$ cat config.mk
export PLATFORM = sky130hd
export DESIGN_NAME = pci_arbiter
export DESIGN_NICKNAME = d
export VERILOG_FILES = /design/src/rtl/pci_arbiter.sv
export SDC_FILE = /design/constraint.sdc
export NUM_CORES = 1
export LEC_CHECK = 0
export ABC_AREA = 1
export ABC_CLOCK_PERIOD_IN_PS = 1700
export CORE_MARGIN = 2
export CORE_UTILIZATION = 40
export DETAILED_ROUTE_END_ITERATION = 8
export GPL_TIMING_DRIVEN = 1
export MAX_ROUTING_LAYER = met4
export PLACE_DENSITY = 0.62
export SETUP_SLACK_MARGIN = 0.02
export SLEW_MARGIN = 20
export SYNTH_ARGS = -nofsm -noshare
export SYNTH_HDL_FRONTEND = slang
export SYNTH_SLANG_ARGS = --single-unit
$ cat constraint.sdc
create_clock -name CLK -period 1.7 [get_ports CLK]
set_clock_uncertainty 0.1 [all_clocks]
set_input_delay 0.17 -clock CLK [delete_from_list [all_inputs] [get_ports CLK]]
set_output_delay 0.17 -clock CLK [all_outputs]
set_load 0.02 [all_outputs]
$ cat src/rtl/pci_arbiter.sv
// Four-device PCI bus arbiter: round-robin grant, FRAME-based bus capture,
// unresponsive-grant timeout and a single turnaround cycle after each transfer.
module pci_arbiter #(
   parameter int TIMEOUT = 16
) (
   input  logic       CLK,
   input  logic       RST,
   input  logic [3:0] REQ,
   input  logic       FRAME,
   input  logic       IRDY,
   output logic [3:0] GNT,
   output logic [1:0] OWNER,
   output logic       BUS_BUSY
);

   typedef enum logic [1:0] {IDLE, GRANT, BUSY, TURN} state_t;

   localparam logic [7:0] TO_LAST = 8'(TIMEOUT - 1);

   state_t     state_q, state_d;
   logic [3:0] gnt_q, gnt_d;
   logic [1:0] owner_q, owner_d;   // also serves as the registered winner
   logic [1:0] last_q, last_d;
   logic [7:0] cnt_q, cnt_d;
   logic       busy_q, busy_d;
   logic [1:0] rr_pick;
   logic [1:0] rr_idx;

   // Walk offsets from farthest to nearest so the device right after last_q wins.
   always_comb begin
      rr_pick = 2'd0;
      rr_idx  = 2'd0;
      for (int k = 4; k >= 1; k--) begin
         rr_idx = last_q + 2'(k);
         if (!REQ[rr_idx]) rr_pick = rr_idx;
      end
   end

   always_comb begin
      state_d = state_q;
      gnt_d   = 4'hF;
      owner_d = owner_q;
      last_d  = last_q;
      cnt_d   = cnt_q;
      case (state_q)
         IDLE: begin
            if (REQ != 4'hF) begin
               gnt_d   = ~(4'b0001 << rr_pick);
               owner_d = rr_pick;
               cnt_d   = 8'd0;
               state_d = GRANT;
            end
         end
         GRANT: begin
            gnt_d = gnt_q;
            if (!FRAME) begin
               gnt_d   = 4'hF;
               last_d  = owner_q;
               state_d = BUSY;
            end else if (REQ[owner_q]) begin
               gnt_d   = 4'hF;
               state_d = IDLE;
            end else if (cnt_q == TO_LAST) begin
               gnt_d   = 4'hF;
               last_d  = owner_q;
               state_d = IDLE;
            end else if (cnt_q != 8'hFF) begin
               cnt_d = cnt_q + 8'd1;
            end
         end
         BUSY: begin
            if (FRAME && IRDY) state_d = TURN;
         end
         TURN: begin
            state_d = IDLE;
         end
         default: state_d = IDLE;
      endcase
      busy_d = (state_d == BUSY) || (state_d == TURN);
   end

   always_ff @(posedge CLK) begin
      if (RST) begin
         state_q <= IDLE;
         gnt_q   <= 4'hF;
         owner_q <= 2'd0;
         last_q  <= 2'd3;
         cnt_q   <= 8'd0;
         busy_q  <= 1'b0;
      end else begin
         state_q <= state_d;
         gnt_q   <= gnt_d;
         owner_q <= owner_d;
         last_q  <= last_d;
         cnt_q   <= cnt_d;
         busy_q  <= busy_d;
      end
   end

   // At most one grant low, and no grant at all while the bus is owned or turning.
   always_ff @(posedge CLK) begin
      if (!RST) begin
         assert ($onehot0(~gnt_q));
         assert (!((state_q == BUSY) || (state_q == TURN)) || (gnt_q == 4'hF));
      end
   end

   assign GNT      = gnt_q;
   assign OWNER    = owner_q;
   assign BUS_BUSY = busy_q;

endmodule

==> flow_metrics.env, run 1 <==
export IMPL_finalNetCount=224
export IMPL_drv_slew=0
export IMPL_fillers=290
export IMPL_cpLargestDelayFamily="buffers and inverters"
export IMPL_cp_required_ns=1.43
export IMPL_area_growth_pct=27.4
export IMPL_vias=1243
export IMPL_synth_commonest_cells="60 x nand2_1, 20 x inv_1, 19 x dfxtp_1, 17 x nand3_1"
export IMPL_critical_path_arrival_ns=1.37
export IMPL_root_buffer="clkbuf_4"
export IMPL_status="completed"
export IMPL_overflow=0
export IMPL_synth_seq_area_share_pct=32.5
export IMPL_setup_viol=0
export IMPL_grt_pass1_wl_mm=4.61
export IMPL_synth_flop_cell="dfxtp_1"
export IMPL_htree_levels=1
export IMPL_ant_nets=0
export IMPL_cts_buffers=3
export IMPL_syn_num_nets=195
export IMPL_dr_pass1_iters=4
export IMPL_max_cap_viol_count=0
export IMPL_critPathLaunchType="flip-flop"
export IMPL_synth_top_cell_area_share_pct=32.5
export IMPL_antenna_cells=0
export IMPL_die_area_sq_um=3380
export IMPL_synthDistinctLibCells=26
export IMPL_synth_largest_area_cell="dfxtp_1"
export IMPL_rsz0062_at_grt="true"
export IMPL_insertion_delay_ns=0.31
export IMPL_holdWs_ns=0.374
export IMPL_cts_sinks=19
export IMPL_syn_area_sq_um=1170
export IMPL_critPathKind="flip-flop to output pin"
export IMPL_fmax_mhz=609
export IMPL_core_sq_um=2760
export IMPL_cpPeakStageDelay_ns=0.63
export IMPL_start_util_pct=42.5
export IMPL_power_density_nw_per_um2=828
export IMPL_worstMarginPinSlew_ns=0.352
export IMPL_place_port_buffers=14
export IMPL_leakagePower_uw=0.000714
export IMPL_crit_fanout=5
export IMPL_path_cells="clkdlybuf4s50_1"
export IMPL_antenna_found_initial=0
export IMPL_cp_depth=1
export IMPL_reg2regPathDepth=10
export IMPL_end_kind="output pin"
export IMPL_dp_hpwl_mm=2.12
export IMPL_cts_tree="done"
export IMPL_cp_buffers_inverters=1
export IMPL_grt_max_degree=12
export IMPL_hp_class="input pin to flip-flop"
export IMPL_drc=0
export IMPL_ys_seq_elements=19
export IMPL_synth_area_leaders="dfxtp_1 32%, nand2_1 19%, nand3_1 7.3%"
export IMPL_placement_rows=19
export IMPL_syn_inst=186
export IMPL_avgSynthCellArea_sq_um=6.30
export IMPL_wirelength_mm=2.82
export IMPL_cts_hold_buf=0
export IMPL_synth_edf_count=0
export IMPL_num_io_pins=15
export IMPL_fin_setup_tns_ns=0
export IMPL_drt_first_iter_violations=69
export IMPL_viasPerCell=5.07
export IMPL_clockBufferDepth=2
export IMPL_grt_pass1_vias=1122
export IMPL_drive_gt1_share_pct=21.5
export IMPL_slowest_stage="clkdlybuf4s50_1"
export IMPL_post_route_period_util_pct=96.6
export IMPL_irDropWorstVdd_mv=0.496
export IMPL_path_clk_slew_ns=0.13
export IMPL_die_h_um=58.1
export IMPL_finalWeightedCongestion=0.896
export IMPL_die_width_um=58.1
export IMPL_holdPathStages=3
export IMPL_wire_per_inst_um=11.5
export IMPL_finalCriticalPeriod_ns=1.64
export IMPL_final_hold_violation_count=0
export IMPL_grt_usage_pct=18.0
export IMPL_synth_most_common_cell="nand2_1"
export IMPL_ys_warn_count=0
export IMPL_async_flop_share_pct=0
export IMPL_slew_headroom_pct=76.5
worst paths after layout:
check	start	end	slack [ns]
worst max-delay path	OWNER[1]	OWNER[1]	0.06
worst min-delay path	IRDY	state_q[0]	0.37
worst max register to register	cnt_q[0]	cnt_q[1]	0.12
worst min register to register	cnt_q[5]	cnt_q[5]	0.43
state kept, by name (all words and copies together), names as in the netlist:
signal    count
last_q        2
cnt_q         8
state_q       2
BUS_BUSY      1
GNT           4
OWNER         2
worst register-to-register path, delay by kind of cell, from the launching register on:
family | cells | cell delay (ns)
simple gates | 6 | 0.51
flops | 1 | 0.35
fa+ha+maj | 1 | 0.20
compound gates | 2 | 0.20
buf+inv | 1 | 0.15
routing by layer:
| metal | wire (um) | GRT usage [%] | vias to the layer above |
|---|---|---|---|
| met5 | 0 | - | - |
| met4 | 46 | 8.64 | 0 |
| met3 | 107 | 2.90 | 5 |
| met2 | 1380 | 30.4 | 17 |
| met1 | 1280 | 20.8 | 572 |
| li1 | - | - | 649 |
kinds of logic (layout without fill, tap and decap cells):
family	count (synthesis)	in the layout	share of synthesized area (%)
and+or+nand+nor	111	112	42.7
buffers and inverters	26	53	8.33
adders and majority gates	1	1	1.07
DFF	19	19	32.5
AOI/OAI and AO/OA	25	25	12.4
xor gates and xnor gates	4	4	2.99
layout by cell type, fill, tap and decap left out, types with 4 or more instances in the layout:
master | Yosys | layout
nand2_1 | 60 | 59
inv_1 | 20 | 20
nand3_1 | 17 | 16
dfxtp_1 | 19 | 15
a21oi_1 | 15 | 14
nor2_1 | 15 | 14
clkdlybuf4s50_1 | 0 | 13
nand2_2 | 9 | 10
buf_4 | 0 | 9
inv_2 | 5 | 5
dfxtp_2 | 0 | 4
timing repair:
| item | 4_1_cts | 5_1_grt |
|---|---|---|
| buffers inserted | 0 | 1 |
| gates resized for setup | 0 | 13 |
| setup endpoints to repair | 0 | 16 |
power by group:
part           switching (uW)  internal [uW]
Sequential               36.0            485
Clock                     155           87.9
Combinational             277            195
through the flow:
step / cells / utilization (%) / setup slack (ns) / total power, uW / instance area (sq um)
after global placement: 239 / 51.3 / -0.0719 / 975 / 1410
after global routing: 245 / 54.1 / -0.0304 / 1320 / 1490
after detailed placement: 239 / 51.3 / -0.100 / 983 / 1410
final: 245 / 54.1 / 0.0576 / 1230 / 1490
after CTS: 243 / 52.3 / 0.0251 / 1230 / 1440
after floorplan: 186 / - / 0.219 / 814 / 1170
layout make-up:
cell class / count / area [sq um] / share of cell area (%)
flip-flops and latches: 19 / 385 / 25.8
clock buffers: 3 / 22.5 / 1.51
clock inverters: 1 / 5.00 / 0.336
well taps: 31 / 38.8 / 2.60
multi-input cells: 142 / 724 / 48.6
inverters: 25 / 93.8 / 6.29
repair buffers: 24 / 221 / 14.8
No activity file was read; power rests on OpenSTA's default activity.
==> inputs of run 2 (changes only) <==
--- a/config.mk
+++ b/config.mk
@@ -7,6 +7,7 @@
 export LEC_CHECK = 0
 export ABC_AREA = 1
 export ABC_CLOCK_PERIOD_IN_PS = 1700
+export CAP_MARGIN = 20
 export CORE_MARGIN = 2
 export CORE_UTILIZATION = 40
 export DETAILED_ROUTE_END_ITERATION = 8
==> results of run 2 <==
Same layout as run 1: the final DEF is identical, and so are final timing and power.
==> inputs of run 3 (changes only) <==
--- a/config.mk
+++ b/config.mk
@@ -6,7 +6,7 @@
 export NUM_CORES = 1
 export LEC_CHECK = 0
 export ABC_AREA = 1
-export ABC_CLOCK_PERIOD_IN_PS = 1700
+export ABC_CLOCK_PERIOD_IN_PS = 2050
 export CAP_MARGIN = 20
 export CORE_MARGIN = 2
 export CORE_UTILIZATION = 40
@@ -14,6 +14,7 @@
 export GPL_TIMING_DRIVEN = 1
 export MAX_ROUTING_LAYER = met4
 export PLACE_DENSITY = 0.62
+export REMOVE_ABC_BUFFERS = 1
 export SETUP_SLACK_MARGIN = 0.02
 export SLEW_MARGIN = 20
 export SYNTH_ARGS = -nofsm -noshare
==> constraint.sdc (replaced) <==
create_clock -name CLK -period 2.05 [get_ports CLK]
set_clock_uncertainty 0.1 [all_clocks]
set_input_delay 0.205 -clock CLK [delete_from_list [all_inputs] [get_ports CLK]]
set_output_delay 0.205 -clock CLK [all_outputs]
set_load 0.02 [all_outputs]
==> run 3 against run 2 <==
Effect of this change:
- worst setup slack improved by 0.27 ns
- clock power is 20% lower
- cell area decreased by 7.4%
- largest cell class unchanged
- largest power group unchanged
- wire length shrank 7.4%
==> flow_metrics.env, run 3 (same netlist as run 1, synthesis figures left out) <==
export IMPL_status="completed"
export IMPL_dp_cells=231
export IMPL_cts_sinks=19
export IMPL_postCtsSetupBuffers=0
export IMPL_viasPerCell=5.05
export IMPL_area_growth_pct=17.9
export IMPL_path_clk_slew_ns=0.11
export IMPL_power_density_nw_per_um2=702
export IMPL_hp_class="flip-flop to flip-flop"
export IMPL_end_kind="flip-flop"
export IMPL_final_hold_violation_count=0
export IMPL_place_port_buffers=14
export IMPL_overflow=0
export IMPL_largest_register="cnt_q"
export IMPL_core_sq_um=2760
export IMPL_drc=0
export IMPL_critPathKind="flip-flop to flip-flop"
export IMPL_root_buffer="clkbuf_4"
export IMPL_cts_buffers=3
export IMPL_ant_nets=0
export IMPL_die_area_sq_um=3380
export IMPL_grt_pass1_vias=1081
export IMPL_max_cap_viol_count=0
export IMPL_finalWeightedCongestion=0.831
export IMPL_largest_reg_flops=8
export IMPL_die_h_um=58.1
export IMPL_wirelength_mm=2.61
export IMPL_final_util_pct=50.1
export IMPL_critPathLaunchType="flip-flop"
export IMPL_clockBufferDepth=2
export IMPL_drive_gt1_share_pct=12.7
export IMPL_placement_rows=19
export IMPL_insertion_delay_ns=0.30
export IMPL_setup_viol=0
export IMPL_htree_levels=1
export IMPL_dr_pass1_iters=4
export IMPL_crit_fanout=9
export IMPL_rsz0062_at_grt="false"
export IMPL_die_width_um=58.1
export IMPL_worstMarginPinSlew_ns=0.364
export IMPL_finalCriticalPeriod_ns=1.72
export IMPL_slew_headroom_pct=75.6
export IMPL_final_cell_count_no_fill=235
export IMPL_grt_pass1_wl_mm=4.49
export IMPL_fillers=311
export IMPL_wire_per_inst_um=11.1
export IMPL_num_io_pins=15
export IMPL_finalNetCount=214
export IMPL_drt_first_iter_violations=46
export IMPL_cts_hold_buf=0
export IMPL_cts_tree="done"
export IMPL_cp_required_ns=2.15
export IMPL_post_cts_resized=0
export IMPL_start_util_pct=42.5
export IMPL_grt_max_degree=12
export IMPL_antenna_found_initial=0
export IMPL_antenna_cells=0
export IMPL_mostFrequentLayoutCell="nand2_1"
export IMPL_irDropWorstVdd_mv=0.399
export IMPL_drv_slew=0
export IMPL_critical_path_arrival_ns=1.82
export IMPL_dp_hpwl_mm=2.04
export IMPL_fmax_mhz=580
export IMPL_final_cell_mix="60 x nand2_1, 20 x inv_1, 19 x dfxtp_1, 17 x nand3_1"
export IMPL_leakagePower_uw=0.000651
export IMPL_fin_setup_tns_ns=0
export IMPL_vias=1187
export IMPL_grt_usage_pct=17.6
export IMPL_post_route_period_util_pct=84.1
==> run 3: cell types whose count changed in the layout (fill, tap and decap cells not counted), sizes merged <==
cell and delta:
buf -9, nor2 -1, dlymetal6s2s -1, clkdlybuf4s50 +1
==> run 3: layer usage <==
metal,part of all wire (%),GRT usage (%)
met1,45,20.1
met2,51,30.7
met3,2.5,2.23
met4,1.2,7.97
met5,0,-
==> run 3: power by group <==
part	switching, uW	internal, uW
clock network	122	72.6
logic	213	131
registers	31.3	400
==> run 3: cell type report <==
cell class                 count  area [sq um]  share of cell area [%]
clock buffer                   3          22.5                    1.63
clock inverter                 1          5.00                   0.362
inverter                      25          93.8                    6.79
multi-input combinational    141           693                    50.2
sequential                    19           380                    27.5
tap                           31          38.8                    2.81
timing repair buffer          15           148                    10.7
==> run 3: path summary, 6_finish.rpt <==
kind | endpoint | slack [ns] | cells after the start | startpoint
setup / recovery | cnt_q[4] | 0.33 | 8 | cnt_q[1]
hold / removal | cnt_q[0] | 0.42 | 2 | cnt_q[0]
setup reg to reg | cnt_q[4] | 0.33 | 8 | cnt_q[1]
hold reg to reg | cnt_q[0] | 0.42 | 2 | cnt_q[0]
==> run 3: worst max-delay path, stage by stage (launching register included) <==
cell     delay (ns)
dfxtp_1        0.40
ha_1           0.21
nand3_1        0.08
nor2_1         0.20
nand4_1        0.17
o21ai_1        0.17
nor2_4         0.10
a21oi_1        0.14
nor2_1         0.06
==> run 3: metrics by stage <==
step                hold WS [ns]  worst slack, ns  power (uW)  area (sq um)
finish                     0.416            0.326         970          1380
global route               0.436            0.119        1050          1380
CTS                        0.417            0.335         981          1380
detailed placement         0.401            0.139         785          1350
global placement           0.393            0.208         780          1350
floorplan                  0.174            0.569         673          1170
